--- config.mk ---
export PLATFORM = sky130hd
export DESIGN_NAME = div_tick_counter_flat
export DESIGN_NICKNAME = d
export VERILOG_FILES = /design/src/rtl/div_pkg.sv /design/src/rtl/div_tick_counter_if.sv /design/src/rtl/edge_rise.sv /design/src/rtl/div_tick_counter.sv /design/src/flat_wrapper.sv
export SDC_FILE = /design/constraint.sdc
export NUM_CORES = 1
export LEC_CHECK = 0
export ABC_AREA = 1
export BUFFER_PORTS_ARGS = -buffer_cell sky130_fd_sc_hd__buf_4
export CORE_AREA = 2 2 39 41
export CTS_CLUSTER_SIZE = 24
export DETAILED_ROUTE_END_ITERATION = 7
export DIE_AREA = 0 0 41 43
export PLACE_DENSITY_LB_ADDON = 0.12
export RECOVER_POWER = 50
export SKIP_LAST_GASP = 1
export SLEW_MARGIN = 10
export SYNTH_ARGS = -nofsm -noshare
export SYNTH_HDL_FRONTEND = slang
export SYNTH_SLANG_ARGS = --single-unit
--- constraint.sdc ---
create_clock -name clk -period 1.1 [get_ports clk]
set_input_delay 0.055 -clock clk [delete_from_list [all_inputs] [get_ports clk]]
set_output_delay 0.055 -clock clk [all_outputs]
set_load 0.02 [all_outputs]
--- src/rtl/div_pkg.sv ---
// Shared types and constants for the divided-clock tick counter and its consumers.
package div_pkg;

  localparam int unsigned DIGIT_W = 4;
  localparam logic [DIGIT_W-1:0] BCD_MAX = DIGIT_W'(9);

  typedef enum logic {
    IDLE = 1'b0,
    RUN  = 1'b1
  } state_t;

endpackage

--- src/rtl/div_tick_counter_if.sv ---
// Control inputs and BCD count outputs of the divided-clock tick counter.
interface div_tick_counter_if;
  import div_pkg::*;

  logic               q_in;
  logic               en;
  logic               clr;
  logic [DIGIT_W-1:0] ones;
  logic [DIGIT_W-1:0] tens;
  logic               tick;
  logic               wrap;
  logic               running;

  modport master (
    output q_in, en, clr,
    input  ones, tens, tick, wrap, running
  );

  modport slave (
    input  q_in, en, clr,
    output ones, tens, tick, wrap, running
  );

endinterface

--- src/rtl/edge_rise.sv ---
// Rising-edge detector for a signal already synchronous to clk.
module edge_rise (
  input  logic clk,
  input  logic rst,
  input  logic d,
  output logic rise
);

  logic q_prev;

  // Reset to 1 so a level already high after reset is not taken as an edge.
  always_ff @(posedge clk) begin
    if (rst) q_prev <= 1'b1;
    else     q_prev <= d;
  end

  assign rise = d & ~q_prev;

endmodule

--- src/rtl/div_tick_counter.sv ---
// Two-digit BCD counter of q_in rising edges, gated by an IDLE/RUN enable FSM.
module div_tick_counter
  import div_pkg::*;
(
  input  logic                     clk,
  input  logic                     rst,
  div_tick_counter_if.slave        bus
);

  state_t             state;
  logic [DIGIT_W-1:0] ones_q;
  logic [DIGIT_W-1:0] tens_q;
  logic               tick_q;
  logic               wrap_q;
  logic               rise;

  edge_rise u_edge (
    .clk  (clk),
    .rst  (rst),
    .d    (bus.q_in),
    .rise (rise)
  );

  // The increment looks at the state before this edge's update, so an edge
  // arriving together with en going high is not counted.
  always_ff @(posedge clk) begin
    if (rst) begin
      state  <= IDLE;
      ones_q <= '0;
      tens_q <= '0;
      tick_q <= 1'b0;
      wrap_q <= 1'b0;
    end else begin
      state  <= bus.en ? RUN : IDLE;
      tick_q <= 1'b0;
      wrap_q <= 1'b0;
      if (bus.clr) begin
        ones_q <= '0;
        tens_q <= '0;
      end else if (state == RUN && rise) begin
        tick_q <= 1'b1;
        if (ones_q == BCD_MAX) begin
          ones_q <= '0;
          if (tens_q == BCD_MAX) begin
            tens_q <= '0;
            wrap_q <= 1'b1;
          end else begin
            tens_q <= tens_q + DIGIT_W'(1);
          end
        end else begin
          ones_q <= ones_q + DIGIT_W'(1);
        end
      end
    end
  end

  assign bus.ones    = ones_q;
  assign bus.tens    = tens_q;
  assign bus.tick    = tick_q;
  assign bus.wrap    = wrap_q;
  assign bus.running = (state == RUN);

endmodule
--- src/flat_wrapper.sv ---
// flat-port wrapper written by rule: the top's interface ports become plain ports
module div_tick_counter_flat import div_pkg::*;
  (clk, rst, bus_q_in, bus_en, bus_clr, bus_ones, bus_tens, bus_tick, bus_wrap, bus_running);
  div_tick_counter_if bus_i ();
  input  logic clk;
  input  logic rst;
  input wire logic [$bits(bus_i.q_in)-1:0] bus_q_in;
  input wire logic [$bits(bus_i.en)-1:0] bus_en;
  input wire logic [$bits(bus_i.clr)-1:0] bus_clr;
  output wire logic [$bits(bus_i.ones)-1:0] bus_ones;
  output wire logic [$bits(bus_i.tens)-1:0] bus_tens;
  output wire logic [$bits(bus_i.tick)-1:0] bus_tick;
  output wire logic [$bits(bus_i.wrap)-1:0] bus_wrap;
  output wire logic [$bits(bus_i.running)-1:0] bus_running;
  assign bus_i.q_in = bus_q_in;
  assign bus_i.en = bus_en;
  assign bus_i.clr = bus_clr;
  assign bus_ones = bus_i.ones;
  assign bus_tens = bus_i.tens;
  assign bus_tick = bus_i.tick;
  assign bus_wrap = bus_i.wrap;
  assign bus_running = bus_i.running;
  div_tick_counter u_core (.clk(clk), .rst(rst), .bus(bus_i));
endmodule
==> impl_metrics.ini <==
[floorplanning]
design.portCount = 16
die_height_um = 43
core_sq_mm = 0.001384
std_cell_rows = 14
fp.dieArea_sq_mm = 0.001763
initial_core_util_pct = 41.95
die_x_um = 41

[global_route]
maximum_number_of_pins_on_one_net_before_global_route_repair = 11
grtUsageTotal_pct = 15.14
first_global_vias = 462
total_congestion_overflow = 0
grt_pass1_wl_mm = 1.828
antenna_found_initial = 0

[routing]
final_ant_viol_nets = 0
detailedRoute.firstIterationViolations = 2
postRouteWirelength_mm = 1.216
dr.pass1.iters = 2
avgViaCountPerCell = 4.626
routedWlPerCell_um = 9.886
routed_via_count = 569
remaining_drc_errors = 0

[sta]
max_clock_freq_ghz = 0.9773
finalHoldViolations = 0
fin_setup_tns_ps = 0
worst_clock_skew_ps = 4.987
min_period_over_period_pct = 93.02
max_slew.worst_pin.slew_ps = 280.9
slew_viol_final = 0
layout_min_cycle_time_ps = 1023
slew_headroom_pct = 81.25
report.final.setup_viol = 0
worst_slack_ps = 76.74

[layout]
nNetsFinal = 113
n_antenna_cell = 0
final_layout_size_suffix_gt1_share_pct = 40.19
non_filler_instance_count_after_layout = 123
final_cell_area_sq_um = 848.3
syn_to_final_growth_pct = 46.12

[clock_network]
worstSkewPairLatency_ps = 270
cts-buffers-inserted = 3
clock_sinks = 12
cts_buffer_depth = 2
htree_levels = 1
cts_tree = yes
cts.reportedPaths.clkPinSlew_ps = 70
cts_root_buf = sky130_fd_sc_hd__clkbuf_4

[placed_design]
placedCellCount = 111
dp_worst_setup_slack_ps = 57.99
place.gp.congestion = 0.7616
detailed_place.area_sq_um = 713.2
detail_placement_hpwl_um = 814
port_buffers = 15

[setup_path]
critPathArrivalTime_ps = 1240
worst_r2r_startpoint = u_core.bus.running
worst-path-max-fanout = 7
r2r-end = u_core.bus.ones[3]
critical-path-slowest-cell = sky130_fd_sc_hd__dlygate4sd3_1
critical_path.endpoint_type = flip-flop
worst_setup_path_start_kind = input port
worst-setup-path-type = in2reg
cpMostUsedCell = sky130_fd_sc_hd__nor2_4
path_cells = dlygate4sd3_1 -> buf_4 -> nor2_4 -> nand2_2 -> nor2_4 -> nand3_1 -> nand2_1
critPathRequiredTime_ps = 1320
r2r_setup_slack_ps = 80
critical_path_max_stage_delay_ps = 540
r2r.worst_path.cells = 7

[synthesis]
mappedNetlistNets = 85
yosys_register_bits = 12
synth.yosys.warnings = 0
synth_top_area_share_pct = 41.38
synth_area_sq_um = 580.6
synth_top_cell_by_area = sky130_fd_sc_hd__dfxtp_1
area_contributors_post_synth = sky130_fd_sc_hd__dfxtp_1 41%, sky130_fd_sc_hd__nand2_1 14%, sky130_fd_sc_hd__nand3_1 6.9%
seq_area_frac_synth_pct = 41.38
postSynthCellCount = 80
ys_types = 16
syn_avg_cell_area_sq_um = 7.257

[power]
static-leakage-power_nw = 0.3923
power_report.internal_total_mw = 0.6763
sequentialPowerShare_pct = 51.4
vdd_ir_drop_max_mv = 0.8428
areal_power_density_over_the_cells_mw_per_mm2 = 1022
p_switching_mw = 0.1907
combPwrFrac_pct = 8.0
clock_power_share_pct = 40.6
swShare_pct = 22.00

[min_path]
holdCritPathClass = in2reg
hold_depth = 4
min_to = u_core.bus.ones[0]
worstHoldStart = bus_clr

[outcome]
result_of_the_run = complete, no violations

[job]
max_cap_viol_count = 0
[layout make-up]
cell class                 count  area (sq um)
multi-input combinational     56         324.1
clock buffer                   4         36.28
inverter                      13         48.80
tap                           16         20.02
fill                         132         535.5
timing repair buffer          22         171.4
sequential                    12         247.7
[power groups by stage]
stage          registers [mW]  clock network (mW)  logic, mW
6_report                0.446               0.352     0.0692
5_1_grt                 0.447               0.384     0.0741
4_1_cts                 0.443               0.367     0.0531
3_5_place_dp            0.453                   0     0.0449
3_3_place_gp            0.453                   0     0.0440
2_1_floorplan           0.456                   0     0.0204
[layer usage]
metal	vias to the layer above	wire (um)	GRT usage, %
met5	-	0	0
met4	0	10	6.000
met3	2	53	4.712
met2	11	598	21.25
met1	249	553	20.92
li1	307	-	-
[how the worst max path moves through the flow]
stage | start | end | slack (ps) | depth (start not counted)
after floorplan | u_core.bus.ones[1] | u_core.bus.ones[3] | 2 | 7
after global placement | u_core.bus.ones[1] | u_core.bus.ones[3] | 60 | 7
after detailed placement | u_core.bus.ones[1] | u_core.bus.ones[3] | 60 | 7
after CTS | bus_q_in | u_core.bus.ones[3] | 30 | 9
after global routing | u_core.bus.ones[2] | u_core.bus.tens[1] | -4 | 6
final | rst | u_core.bus.tens[3] | 80 | 7
[sequential cells by signal, indices dropped and copies added, names as in the netlist]
name,flops
u_core.bus.tick,1
u_core.bus.wrap,1
u_core.bus.running,1
u_core.bus.ones,4
u_core.u_edge.q_prev,1
u_core.bus.tens,4
[Yosys cell counts]
| library cell | number |
|---|---|
| sky130_fd_sc_hd__a21oi_1 | 5 |
| sky130_fd_sc_hd__dfxtp_1 | 12 |
| sky130_fd_sc_hd__inv_1 | 10 |
| sky130_fd_sc_hd__inv_2 | 3 |
| sky130_fd_sc_hd__nand2_1 | 22 |
| sky130_fd_sc_hd__nand2_2 | 4 |
| sky130_fd_sc_hd__nand3_1 | 8 |
| sky130_fd_sc_hd__nand3_2 | 1 |
| sky130_fd_sc_hd__nand3b_1 | 1 |
| sky130_fd_sc_hd__nand4_1 | 1 |
| sky130_fd_sc_hd__nor2_1 | 3 |
| sky130_fd_sc_hd__nor2_2 | 4 |
| sky130_fd_sc_hd__nor2_4 | 2 |
| sky130_fd_sc_hd__nor2_8 | 1 |
| sky130_fd_sc_hd__nor3_1 | 2 |
| sky130_fd_sc_hd__or2_2 | 1 |
[critical path: cells and delay by family]
kind / cells / cell delay, ps
buffers and inverters: 2 / 690
and+or+nand+nor: 5 / 480
[repair_timing]
| item | in CTS | in global routing |
|---|---|---|
| hold buffers | 3 | 0 |
| gates resized for setup | 0 | 11 |
| setup endpoints to repair | 0 | 4 |
| endpoints found under the hold margin | 2 | 0 |
| setup buffers | 0 | 4 |
[cells by family after synthesis]
kind of cell,Yosys count,synth area share (%)
AOI/OAI and AO/OA,5,4.310
buffers and inverters,13,8.406
DFF,12,41.38
and+or+nand+nor,50,45.91
[placed cells by master, fill, tap and decap left out, types with 3 or more instances in the layout]
master and count:
sky130_fd_sc_hd__nand2_2 4, sky130_fd_sc_hd__clkbuf_4 3, sky130_fd_sc_hd__inv_1 10, sky130_fd_sc_hd__nor2_4 4, sky130_fd_sc_hd__nor2_1 3, sky130_fd_sc_hd__a21oi_1 5
sky130_fd_sc_hd__nand3_1 8, sky130_fd_sc_hd__nand2_1 21, sky130_fd_sc_hd__inv_2 3, sky130_fd_sc_hd__nor2_2 3, sky130_fd_sc_hd__buf_4 16, sky130_fd_sc_hd__dfxtp_2 3
sky130_fd_sc_hd__dfxtp_1 8
[per-stage QoR]
step                      utilization [%]  hold slack (ps)  power, mW
after floorplan                         -            126.2     0.4765
after global placement              51.54            251.5     0.4971
after detailed placement            51.54            251.2     0.4981
after CTS                           56.33            45.06     0.8636
after global routing                61.30            60.51     0.9050
final                               61.30            55.89     0.8670
Note: power is estimated with default switching activity, not from simulation.
